`src/rtl/csr_access_ctrl.sv`:
```
// Writeback-stage CSR access / exception / ertn sequencer; CSRRD rf write 2 cycles after accept, CSRWR/XCHG 3.
// Backpressure: ws_ready is high only while idle; every accepted instruction runs to completion unless reset.
module csr_access_ctrl #(
    parameter logic [5:0] ECODE_INT = 6'h00,
    parameter logic [3:0] WE_ALL    = 4'hf
) (
    input  logic        clk,
    input  logic        resetn,
    input  logic        ws_valid,
    output logic        ws_ready,
    input  logic [2:0]  ws_op,
    input  logic [13:0] ws_csr_num,
    input  logic [31:0] ws_rj_value,
    input  logic [31:0] ws_rd_value,
    input  logic [4:0]  ws_dest,
    input  logic [31:0] ws_pc,
    input  logic        ws_ex,
    input  logic [5:0]  ws_ecode,
    input  logic [8:0]  ws_esubcode,
    output logic        csr_re,
    output logic [13:0] csr_rnum,
    input  logic [31:0] csr_rdata,
    output logic [3:0]  csr_we,
    output logic [13:0] csr_wnum,
    output logic [31:0] csr_wmask,
    output logic [31:0] csr_wdata,
    output logic        wb_ex,
    output logic [5:0]  wb_ecode,
    output logic [8:0]  wb_esubcode,
    output logic [31:0] wb_pc,
    output logic        ertn_flush,
    input  logic        has_int,
    input  logic [31:0] excp_pc,
    input  logic [31:0] ertn_pc,
    output logic        rf_we,
    output logic [4:0]  rf_waddr,
    output logic [31:0] rf_wdata,
    output logic        flush,
    output logic [31:0] flush_pc
);

    localparam logic [2:0] OP_CSRRD   = 3'd1;
    localparam logic [2:0] OP_CSRWR   = 3'd2;
    localparam logic [2:0] OP_CSRXCHG = 3'd3;
    localparam logic [2:0] OP_ERTN    = 3'd4;

    typedef enum logic [2:0] {
        S_IDLE,
        S_READ,
        S_WRITE,
        S_DONE,
        S_EXC,
        S_ERTN,
        S_FLUSH
    } state_t;

    state_t      r_state;
    state_t      w_next;
    logic        w_accept;

    logic [2:0]  r_op;
    logic [13:0] r_num;
    logic [31:0] r_rj;
    logic [31:0] r_rd;
    logic [4:0]  r_dest;
    logic [31:0] r_pc;
    logic [5:0]  r_ecode;
    logic [8:0]  r_esub;
    logic        r_int;
    logic [31:0] r_old;
    logic [31:0] r_target;

    assign w_accept = ws_valid & ws_ready;

    always_ff @(posedge clk or negedge resetn) begin
        if (!resetn) begin
            r_state <= S_IDLE;
        end else begin
            r_state <= w_next;
        end
    end

    // Everything the sequence needs is frozen at accept; later ws_*/has_int changes are ignored.
    always_ff @(posedge clk or negedge resetn) begin
        if (!resetn) begin
            r_op     <= '0;
            r_num    <= '0;
            r_rj     <= '0;
            r_rd     <= '0;
            r_dest   <= '0;
            r_pc     <= '0;
            r_ecode  <= '0;
            r_esub   <= '0;
            r_int    <= 1'b0;
            r_old    <= '0;
            r_target <= '0;
        end else begin
            if (w_accept) begin
                r_op    <= ws_op;
                r_num   <= ws_csr_num;
                r_rj    <= ws_rj_value;
                r_rd    <= ws_rd_value;
                r_dest  <= ws_dest;
                r_pc    <= ws_pc;
                r_ecode <= ws_ecode;
                r_esub  <= ws_esubcode;
                r_int   <= has_int;
            end
            if (r_state == S_READ) begin
                r_old <= csr_rdata;
            end
            if (r_state == S_EXC) begin
                r_target <= excp_pc;
            end else if (r_state == S_ERTN) begin
                r_target <= ertn_pc;
            end
        end
    end

    always_comb begin
        w_next      = r_state;
        ws_ready    = 1'b0;
        csr_re      = 1'b0;
        csr_rnum    = '0;
        csr_we      = '0;
        csr_wnum    = '0;
        csr_wmask   = '0;
        csr_wdata   = '0;
        wb_ex       = 1'b0;
        wb_ecode    = '0;
        wb_esubcode = '0;
        wb_pc       = '0;
        ertn_flush  = 1'b0;
        rf_we       = 1'b0;
        rf_waddr    = '0;
        rf_wdata    = '0;
        flush       = 1'b0;
        flush_pc    = '0;

        case (r_state)
            S_IDLE: begin
                ws_ready = resetn;
                if (w_accept) begin
                    // Interrupt and upstream exception pre-empt the instruction itself.
                    if (has_int || ws_ex) begin
                        w_next = S_EXC;
                    end else begin
                        case (ws_op)
                            OP_ERTN:                         w_next = S_ERTN;
                            OP_CSRRD, OP_CSRWR, OP_CSRXCHG:  w_next = S_READ;
                            default:                         w_next = S_IDLE;
                        endcase
                    end
                end
            end
            S_READ: begin
                csr_re   = 1'b1;
                csr_rnum = r_num;
                w_next   = (r_op == OP_CSRRD) ? S_DONE : S_WRITE;
            end
            S_WRITE: begin
                csr_we    = WE_ALL;
                csr_wnum  = r_num;
                csr_wdata = r_rd;
                csr_wmask = (r_op == OP_CSRXCHG) ? r_rj : 32'hffff_ffff;
                w_next    = S_DONE;
            end
            S_DONE: begin
                rf_we    = (r_dest != 5'd0);
                rf_waddr = r_dest;
                rf_wdata = r_old;
                w_next   = S_IDLE;
            end
            S_EXC: begin
                wb_ex       = 1'b1;
                wb_ecode    = r_int ? ECODE_INT : r_ecode;
                wb_esubcode = r_int ? 9'd0 : r_esub;
                wb_pc       = r_pc;
                w_next      = S_FLUSH;
            end
            S_ERTN: begin
                ertn_flush = 1'b1;
                w_next     = S_FLUSH;
            end
            S_FLUSH: begin
                flush    = 1'b1;
                flush_pc = r_target;
                w_next   = S_IDLE;
            end
            default: begin
                w_next = S_IDLE;
            end
        endcase
    end

    a_commit_exclusive: assert property (@(posedge clk) disable iff (!resetn)
        !(wb_ex && (ertn_flush || (csr_we != 4'd0))));

endmodule

```
`config.mk`:
```
export PLATFORM = sky130hd
export DESIGN_NAME = csr_access_ctrl
export DESIGN_NICKNAME = d
export VERILOG_FILES = /design/src/rtl/csr_access_ctrl.sv
export SDC_FILE = /design/constraint.sdc
export NUM_CORES = 1
export LEC_CHECK = 0
export BUFFER_PORTS_ARGS = -buffer_cell sky130_fd_sc_hd__buf_2
export CAP_MARGIN = 10
export CORE_ASPECT_RATIO = 1.25
export CORE_MARGIN = 2
export CORE_UTILIZATION = 29
export CTS_CLUSTER_DIAMETER = 60
export CTS_CLUSTER_SIZE = 28
export DETAILED_ROUTE_END_ITERATION = 8
export GPL_TIMING_DRIVEN = 0
export SLEW_MARGIN = 10
export SYNTH_ARGS = -nofsm -noshare
export SYNTH_HDL_FRONTEND = slang
export SYNTH_SLANG_ARGS = --single-unit
export TNS_END_PERCENT = 50
```
`constraint.sdc`:
```
create_clock -name clk -period 2.8 [get_ports clk]
set_clock_uncertainty 0.1 [all_clocks]
set_input_delay 0.84 -clock clk [delete_from_list [all_inputs] [get_ports clk]]
set_output_delay 0.84 -clock clk [all_outputs]
set_load 0.005 [all_outputs]
```
# After elaboration in Yosys (flattened, before gate mapping)
# Cells that the tools add are included.
op_classes:
  eq_ne: 13
  n_mux: 27
  bitwise: 1
  n_reduce_logical: 6
op_table:
  columns: ["cell", "count"]
  rows:
  - ["$mux 32", 8]
  - ["$mux 14", 2]
  - ["$mux 9", 2]
  - ["$eq 3x2->1 const B", 5]
  - ["$eq 3x3->1 const B", 4]
  - ["$mux 6", 2]
  - ["$pmux 3 s4", 1]
  - ["$eq 3x1->1 const B", 3]
  - ["$mux 1", 7]
  - ["$mux 3", 2]
  - ["$pmux 3 s2", 1]
  - ["$mux 5", 1]
  - ["$reduce_bool 5->1", 1]
  - ["$mux 4", 1]
  - ["$logic_not 3->1", 1]
  - ["$reduce_or 3->1", 1]
  - ["$ne 2x2->1 const B", 1]
  - ["$reduce_bool 2->1", 1]
  - ["$reduce_or 2->1", 1]
  - ["$and 1x1->1", 1]
  - ["$logic_or 1x1->1", 1]
word_totals:
  ff_bits: 201
  in_bits: 234
  output_inout_bits: 218
  wordCells: 59

# Logic depth before layout (Yosys ltp)
# Gate-level depths: netlist of the first run.
depth:
  ltp_word: 6
  mapped_depth: 6

# Least setup slack after synthesis of the first run
# OpenSTA, ideal clock, no wires.
synth_path:
  path_type: "register to output"
  startpoint: "reg r_state[1]"
  endpoint: "out wb_ecode[0]"
  arrival_ns: 1.463
  setup_slack_ns: 0.397
  path_stages_with_launch: 6
  path_cell_list: "dfrtp_1 > buf_2 > nor3b_2 > and2b_1 > clkbuf_1 > and2_1"
synth_between:
  elab_chain_len: 2
synth_lines:
  columns: ["item", "line", "text"]
  rows:
  - ["start: declaration", "57", "state_t r_state;"]
  - ["start signal: assignment", "79", "r_state <= w_next;"]
  - ["$eq 3x3->1", "140", "case (r_state)"]
  - ["$mux 6", "140", null]
  - ["end: declaration", "28", "output logic [5:0] wb_ecode,"]
# No other way between the ends.

# Worst setup path in the final report of the first run
layout_path:
  startpoint: "reg r_state[0]"
  endpoint: "out flush_pc[13]"
layout_between:
  elab_chain_len: 2
layout_lines:
  columns: ["item", "line", "text"]
  rows:
  - ["$eq 3x3->1", "140", null]
  - ["$mux 32", "140", null]
  - ["end: declaration", "39", "output logic [31:0] flush_pc"]
# No other way between the ends.

==> results of run 1 <==
## stage by stage
step / setup TNS [ps] / area, um^2 / setup WS (ps) / total power, mW / hold WS [ps]
final: -1520 / 14400 / -64.5 / 14.5 / 192
after floorplan: 0 / 9620 / 397 / 8.20 / 371
after CTS: -8550 / 13900 / -108 / 14.1 / 170
after detailed placement: -140130 / 12500 / -772 / 10.4 / 385
after global routing: -17400 / 14400 / -174 / 15.4 / 174
after global placement: -1120160 / 12400 / -3670 / 10.2 / 378
## worst max-delay path, delay by kind of cell (launching register included)
kind | cells | cell delay, ps
buffers and inverters | 4 | 610
flip-flops | 1 | 480
AND/OR/NAND/NOR | 2 | 340
## how the worst min path moves through the flow
| stage | from | to | slack, ps |
|---|---|---|---|
| 6_report | resetn | r_rj[16] | 190 |
| 5_1_grt | resetn | r_rj[5] | 170 |
| 4_1_cts | resetn | r_rj[5] | 170 |
| 3_5_place_dp | r_ecode[0] | r_ecode[0] | 380 |
| 3_3_place_gp | r_ecode[0] | r_ecode[0] | 380 |
| 2_1_floorplan | r_ecode[0] | r_ecode[0] | 370 |
## logic make-up (layout without fill, tap and decap cells)
group | count (synthesis) | count (layout)
simple gates | 228 | 228
flops | 201 | 201
mux | 198 | 198
compound gates | 72 | 72
buf+inv | 62 | 583
other cells | 0 | 6
## layout by cell type (no fill, tap or decap), types with 3 or more instances in the layout
master	netlist	layout
and2_1	163	115
inv_6	0	4
and3_1	15	14
mux2_4	60	60
nor3b_4	0	3
dfrtp_1	201	200
bufbuf_16	0	4
diode_2	0	6
clkbuf_1	29	4
mux2i_1	32	32
buf_6	7	66
nand2_1	32	32
and2_4	0	48
buf_2	16	413
o21a_1	33	33
mux2_2	106	106
clkbuf_8	0	6
o21ai_0	32	32
clkinv_8	0	4
buf_8	0	11
clkbuf_4	0	3
clkbuf_16	0	27
buf_4	8	26
## Yosys cell counts, types with 3 or more instances
master    count  area share, %
mux2i_1      32            3.3
mux2_4       60            9.4
buf_4         8           0.62
mux2_2      106             12
clkbuf_1     29            1.1
dfrtp_1     201             52
nand2_1      32            1.2
buf_2        16           0.83
nor2_1        3           0.12
o21ai_0      32            1.7
o21a_1       33            2.6
buf_6         7           0.82
and3_1       15           0.98
and2_1      163             11
## power breakdown
part	switching, mW	internal (mW)
Clock	1.36	1.47
Sequential	0.799	4.37
Combinational	2.49	4.03
Total	4.65	9.87
## layout make-up
cell class              instances  area [um^2]  area share [%]
flip-flops and latches        201         5030            34.9
multi-input cells             498         4410            30.6
repair buffers                490         3140            21.8
plain buffers                  58          597            4.15
well taps                     418          523            3.63
clock buffers                  20          489            3.40
clock inverters                13          189            1.31
diodes                          6         15.0           0.104
inverters                       2         7.51          0.0521
## repair_timing
| item | in CTS | in global routing |
|---|---|---|
| pin swaps | 28 | 16 |
| hold buffers | 2 | 0 |
| setup endpoints to repair | 348 | 181 |
| cloned | 8 | 6 |
| setup buffers | 15 | 6 |
| resized for setup | 125 | 89 |
| endpoints found under the hold margin | 7 | 0 |
## sequential cells by signal, indices dropped and copies added, names as in the netlist
name      flops
r_pc         32
r_state       3
r_num        14
r_ecode       6
r_esub        9
r_dest        5
r_old        32
r_rd         32
r_target     32
r_op          3
r_rj         32
r_int         1
## layer usage
| metal | routed length (um) | vias up |
|---|---|---|
| met5 | 13 | - |
| li1 | - | 3616 |
| met1 | 12300 | 3800 |
| met2 | 17200 | 303 |
| met4 | 981 | 2 |
| met3 | 2110 | 57 |
==> impl_metrics.json, run 1 <==
{
  "first_iter_violations": 280,
  "finalCriticalPeriod_ps": 2860,
  "fin_crit_sh_pct": 102,
  "fin_ws_ps": -64.5,
  "reg2reg_depth": 7,
  "slew_violations": 0,
  "cts.sinks": 201,
  "p_leak_nw": 7.64,
  "grt_use_met3_pct": 3.93,
  "cts_buffers": 19,
  "crit_start": "r_state[0]",
  "io_pins": 452,
  "synth-compound-area-share_pct": 4.78,
  "path_max_fanout": 10,
  "routed_via_density": 4.56,
  "cp_cell_sequence": "buf_4 > nor3b_4 > buf_12 > clkbuf_16 > and2_1 > buf_2",
  "endpoint": "flush_pc[13]",
  "cts_buffer_depth": 3,
  "clk_latency_ps": 500,
  "grt_pass1_vias": 8203,
  "ys_types": 31,
  "setup_viol": 66,
  "rsz0062_at_grt": "true",
  "worstMarginPinSlew_ps": 487,
  "fillers": 3087,
  "cts_root_buf": "clkbuf_16",
  "die_h_um": 208,
  "cp.arrival_ps": 1920,
  "vias": 7778,
  "pwr_density_cell_nw_per_um2": 1010,
  "violations": "setup timing",
  "worstPathRequired_ps": 1860,
  "grt_max_degree": 51,
  "num-nets-final": 1504,
  "drive_gt1_share_pct": 62.4,
  "synthMuxAreaShare_pct": 25.1,
  "detail_route.wirelength_mm": 32.6,
  "clkTransAtPathRegs_ps": 70,
  "ys_ff_latch": 201,
  "grt-ovfl-total": 0,
  "dpl.hpwl_mm": 23.2,
  "met1_usage_pct": 20.5,
  "critPathMaxStageDelay_ps": 480,
  "r2r_end": "r_pc[28]",
  "die_w_um": 167,
  "grtUsageMet2_pct": 32.6,
  "peakVddDrop_mv": 0.632,
  "r2r_slack_ps": 630,
  "synthAdderAreaFrac_pct": 0,
  "critPathKind": "reg2out",
  "synthSimpleGateAreaFrac_pct": 14.3,
  "grtUsageTotal_pct": 17.8,
  "antenna_found_initial": 7,
  "synth_xor_area_share_pct": 0,
  "fmax_ghz": 0.349,
  "syn_nets": 995,
  "top_usage_layer": "met2",
  "synth_edf_count": 0,
  "final_cells": 1706,
  "htreeDepth": 1,
  "async_reset_ff_share_pct": 100,
  "synth.cell_area_um2": 9620,
  "start_kind": "flip-flop",
  "cap_violations": 0,
  "drt_first_pass_iters": 4,
  "dieArea_um2": 34600,
  "synth_warnings": 0,
  "hold_path_class": "in2async",
  "final_util_pct": 44.0,
  "place_inst": 1632,
  "grt_first_pass_wirelength_mm": 48.1,
  "syn_inst": 761,
  "ys_seq_area_share_pct": 52.3,
  "start_util_pct": 29.4,
  "status": "finished with violations",
  "slew_headroom_pct": 67.5,
  "globalplace.congestion": 0.835,
  "ant_nets": 0,
  "avgSynthCellArea_um2": 12.6,
  "hold_viol_final": 0,
  "r2r-start": "r_state[2]",
  "slowest_stage": "dfrtp_2",
  "core_area_um2": 32700,
  "core.rowCount": 74,
  "port_buffers": 451,
  "cts_tree": "yes",
  "synth-main-ff-cell": "dfrtp_1",
  "wl_per_cell_um": 19.1,
  "crit_path_end_kind": "output pin",
  "drc": 0,
  "synth_top_family_by_area": "multiplexers",
  "area.growth.synth_to_final_pct": 49.7
}
Power figures use the tool's default switching activity.
==> run 2, diff against run 1 <==
- CORE_AREA: not set -> 2 2 174 176
- CORE_ASPECT_RATIO: 1.25 -> not set
- CORE_MARGIN: 2 -> not set
- CORE_UTILIZATION: 29 -> not set
- DIE_AREA: not set -> 0 0 176 178
==> run 2 against run 1 <==
- the flow still finishes with violations (setup timing)
- sequential power is essentially flat
- utilization grew 6.4 points
- total power grew 1.6%
- fmax shrank 1.2%
- critical path type unchanged
- non-clock buffer count grew 2
==> impl_metrics.json, run 2 (synthesized netlist as in run 1, its figures left out) <==
{
  "crit_path_end_kind": "output pin",
  "routed_via_density": 4.63,
  "switching_share_pct": 31.8,
  "worstPathRequired_ps": 1860,
  "power_mw": 14.7,
  "setup_viol": 171,
  "pwr_density_cell_nw_per_um2": 995,
  "worstMarginPinSlew_ps": 496,
  "globalplace.congestion": 0.846,
  "vias": 7789,
  "io_pins": 452,
  "cts_tree": "yes",
  "fin_crit_sh_pct": 104,
  "fin_ws_ps": -98.7,
  "dieArea_um2": 31300,
  "cts_buffers": 21,
  "ant_nets": 0,
  "path_max_fanout": 8,
  "grtUsageTotal_pct": 19.4,
  "dpl.hpwl_mm": 22.9,
  "die_h_um": 178,
  "cts_buffer_depth": 3,
  "slew_headroom_pct": 66.9,
  "mostFrequentLayoutCells": "377 x buf_2, 200 x dfrtp_1, 106 x mux2_2",
  "critPathKind": "reg2out",
  "antenna_found_initial": 5,
  "cts_hold_buf": 0,
  "p_leak_nw": 7.76,
  "core_area_um2": 29400,
  "drc": 0,
  "hold_viol_final": 0,
  "place_inst": 1604,
  "fmax_ghz": 0.345,
  "rsz0062_at_grt": "true",
  "peakVddDrop_mv": 0.594,
  "cts.sinks": 201,
  "drt_first_pass_iters": 4,
  "p_int_mw": 10.0,
  "violations": "setup timing",
  "drive_gt1_share_pct": 65.0,
  "finalCriticalPeriod_ps": 2900,
  "clockPowerShare_pct": 19.9,
  "final_cells": 1684,
  "grt_pass1_vias": 8190,
  "final_common_cell": "buf_2",
  "grt-ovfl-total": 0,
  "die_w_um": 176,
  "hold_path_class": "in2async",
  "cts_root_buf": "clkbuf_16",
  "cp.arrival_ps": 1960,
  "p_sw_mw": 4.69,
  "grt_max_degree": 65,
  "grt_first_pass_wirelength_mm": 47.0,
  "cap_violations": 0,
  "area.growth.synth_to_final_pct": 54.1,
  "num-nets-final": 1508,
  "combPwrFrac_pct": 44.9,
  "start_kind": "flip-flop",
  "start_util_pct": 32.7,
  "port_buffers": 451,
  "clk_latency_ps": 510,
  "first_iter_violations": 316,
  "slew_violations": 0,
  "detail_route.wirelength_mm": 32.3,
  "p_seq_share_pct": 35.2,
  "htreeDepth": 1,
  "wl_per_cell_um": 19.2,
  "status": "finished with violations",
  "core.rowCount": 63,
  "clkTransAtPathRegs_ps": 80
}
[run 2: cell count changes in the layout (fill, tap and decap cells not counted), moves of 3 or more]
cell       before  now
buf_2         413  377
buf_6          66  101
and2_1        115   84
and2_4         48   79
clkbuf_16      27   36
buf_8          11   14
bufbuf_16       4    1
clkbuf_1        4    7
[run 2: worst paths after layout]
path | startpoint | endpoint | slack, ps | cells past startpoint
max | r_state[2] | csr_wnum[4] | -100 | 6
min | resetn | r_pc[22] | 60 | 1
max reg2reg | r_state[2] | r_rd[12] | 630 | 7
min reg2reg | r_int | r_int | 400 | 1
max in group asynchronous | resetn | r_ecode[2] | 1870 | 2
min in group clk | r_int | r_int | 400 | 1
[run 2: what timing repair did]
| item | 4_1_cts | 5_1_grt |
|---|---|---|
| setup buffers | 15 | 7 |
| gates cloned | 6 | 10 |
| gates resized for setup | 169 | 121 |
| setup endpoints to repair | 218 | 187 |
| pin swaps | 38 | 43 |
[run 2: power groups by stage]
stage / Clock (mW) / Sequential [mW] / Combinational [mW]
after global routing: 3.12 / 5.39 / 7.17
after floorplan: 0 / 4.88 / 3.32
final: 2.93 / 5.19 / 6.62
after detailed placement: 0 / 5.13 / 5.20
after global placement: 0 / 5.09 / 5.08
after CTS: 3.02 / 5.14 / 6.01
[run 2: per-layer routing]
layer,GRT usage [%],up-vias,routed length [um]
met5,0,-,13
met4,5.27,2,745
met3,4.90,51,2560
met2,35.0,329,16300
met1,22.8,3796,12600
li1,-,3611,-
[run 2: per-stage QoR]
step                setup WS [ps]  hold WS [ps]  TNS [ps]  cell area [um^2]  utilization, %
floorplan                     397           371         0              9620               -
global placement            -3650           378  -1108160             12400            42.0
detailed placement           -610           385    -91880             12400            42.3
CTS                          -121          57.2    -13400             14100            47.9
global route                 -184          47.4    -23890             14800            50.4
finish                      -98.7          59.7     -8230             14800            50.4
[run 2: final cells by class]
type / instances / area, um^2
fill: 2679 / 14600
tap: 390 / 488
clock buffer: 24 / 557
clock inverter: 14 / 166
antenna: 5 / 12.5
sequential: 201 / 5030
multi-input combinational: 498 / 4490
timing repair buffer: 491 / 3360
buffer: 59 / 703
inverter: 2 / 12.5
[run 2: worst max-delay path, cell delays in order (launching register included)]
cell	delay, ps
dfrtp_1	370
buf_6	140
nor3b_4	310
buf_6	200
clkbuf_16	150
and2_4	160
buf_6	90
==> run 3, diff against run 2 <==
- HOLD_SLACK_MARGIN: not set -> 0.1
==> run 3 against run 2 <==
- the run still ends with setup timing left
- count of clock-buffer cells in the layout stayed put
- fmax is 0.10% lower
- critical path depth stayed put
- die area stayed put
- sequential cell count stayed put
- non-clock buffer count is 1 lower
- critical path type unchanged
- largest cell class unchanged
- largest power group unchanged
- highest routed layer unchanged
==> impl_metrics.json, run 3 (synthesized netlist as in run 1, its figures left out) <==
{
  "grt-ovfl-total": 0,
  "status": "finished with violations",
  "clk_latency_ps": 510,
  "grt_first_pass_wirelength_mm": 47.1,
  "detail_route.wirelength_mm": 31.9,
  "place_inst": 1604,
  "die_h_um": 178,
  "fillers": 2673,
  "cts_buffer_depth": 3,
  "cts_root_buf": "clkbuf_16",
  "area.growth.synth_to_final_pct": 53.9,
  "dpl.hpwl_mm": 22.9,
  "path_max_fanout": 8,
  "globalplace.congestion": 0.846,
  "first_iter_violations": 299,
  "cts_buffers": 21,
  "vias": 7752,
  "htreeDepth": 1,
  "dpl_worst_slack_ps": -610,
  "core_area_um2": 29400,
  "clockPowerShare_pct": 19.8,
  "drc": 0,
  "cp.arrival_ps": 1960,
  "final_cells": 1682,
  "drt_first_pass_iters": 4,
  "power_mw": 14.7,
  "p_seq_share_pct": 35.2,
  "die_w_um": 176,
  "cts_tree": "yes",
  "p_sw_mw": 4.68,
  "fin_ws_ps": -102,
  "ant_nets": 0,
  "crit_path_end_kind": "output pin",
  "dieArea_um2": 31300,
  "r2r_end": "r_rd[12]",
  "io_pins": 452,
  "num-nets-final": 1507,
  "critPathKind": "reg2out",
  "final_common_cell": "buf_2",
  "reg2reg_depth": 7,
  "final_util_pct": 50.3,
  "p_leak_nw": 7.75,
  "pwr_density_cell_nw_per_um2": 995,
  "start_kind": "flip-flop",
  "p_int_mw": 10.0,
  "mostFrequentLayoutCells": "377 x buf_2, 200 x dfrtp_1, 106 x mux2_2",
  "r2r_slack_ps": 630,
  "cts.sinks": 201,
  "final_area_um2": 14800,
  "fmax_ghz": 0.345,
  "violations": "setup timing",
  "grt_pass1_vias": 8181,
  "core.rowCount": 63,
  "worstPathRequired_ps": 1860,
  "setup_viol": 170,
  "wl_per_cell_um": 19.0,
  "clkTransAtPathRegs_ps": 80,
  "grtUsageTotal_pct": 19.4,
  "hold_path_class": "in2async",
  "r2r-start": "r_state[2]",
  "rsz0062_at_grt": "true",
  "slew_violations": 0,
  "switching_share_pct": 31.8,
  "start_util_pct": 32.7,
  "cap_violations": 0,
  "drive_gt1_share_pct": 65.0,
  "hold_viol_final": 0,
  "worstMarginPinSlew_ps": 496,
  "grt_max_degree": 65,
  "slew_headroom_pct": 66.9,
  "fin_crit_sh_pct": 104,
  "finalCriticalPeriod_ps": 2900,
  "port_buffers": 451,
  "peakVddDrop_mv": 0.597,
  "combPwrFrac_pct": 44.9,
  "postPlaceCellArea_um2": 12400,
  "routed_via_density": 4.61,
  "antenna_found_initial": 5
}
## run 3: cell count changes in the layout (fill, tap and decap cells not counted)
cell | previous run | this run
clkbuf_16 | 36 | 34
diode_2 | 5 | 4
buf_16 | 3 | 4
## run 3: power groups by stage
stage / clock [mW] / sequential [mW] / combinational (mW)
finish: 2.92 / 5.19 / 6.62
floorplan: 0 / 4.88 / 3.32
detailed placement: 0 / 5.13 / 5.20
global route: 3.12 / 5.39 / 7.16
global placement: 0 / 5.09 / 5.08
CTS: 3.02 / 5.14 / 6.02
## run 3: area by class of cell
class                   instances  area [um^2]  area share [%]
diodes                          4         10.0          0.0676
plain buffers                  59          703            4.75
clock buffers                  24          557            3.76
clock inverters                14          166            1.12
inverters                       2         12.5          0.0846
multi-input cells             498         4490            30.3
flip-flops and latches        201         5030            34.0
well taps                     390          488            3.30
repair buffers                490         3340            22.6
## run 3: how the worst max path moves through the flow
stage                           from       endpoint  slack [ps]  depth (start not counted)
final                     r_state[2]    csr_wnum[4]        -100                          6
after global routing      r_state[1]    wb_ecode[5]        -180                          6
after CTS                 r_state[0]  csr_wdata[26]        -120                          5
after detailed placement  r_state[1]    wb_ecode[4]        -610                          6
after global placement        resetn      r_dest[0]       -3650                          6
after floorplan           r_state[1]    wb_ecode[0]         400                          5
## run 3: worst max-delay path, stage by stage (launching register included)
cell and delay (ps):
dfrtp_1 370, buf_6 140, nor3b_4 310, buf_6 210
clkbuf_16 150, and2_4 160, buf_6 90
## run 3: repair_timing
item                                    in CTS  in global routing
buffers inserted                            15                  7
hold buffers                                 1                  0
pin swaps                                   38                 43
hold endpoints to repair                    42                  0
gates resized for setup                    169                121
cloned                                       6                  8
endpoints found under the setup margin     218                186
## run 3: stage by stage
step	TNS, ps	hold WS [ps]
after detailed placement	-91880	385
after floorplan	0	371
final	-8130	205
after global routing	-23860	215
after CTS	-13290	193
after global placement	-1108160	378
## run 3: routing by layer
layer / vias up / wire length, um / track usage (%) / share of wire, %
li1: 3604 / - / - / -
met1: 3787 / 12500 / 23.1 / 39
met2: 307 / 16200 / 34.9 / 51
met3: 52 / 2400 / 4.86 / 7.5
met4: 2 / 765 / 5.41 / 2.4
met5: - / 13 / 0 / 0.041
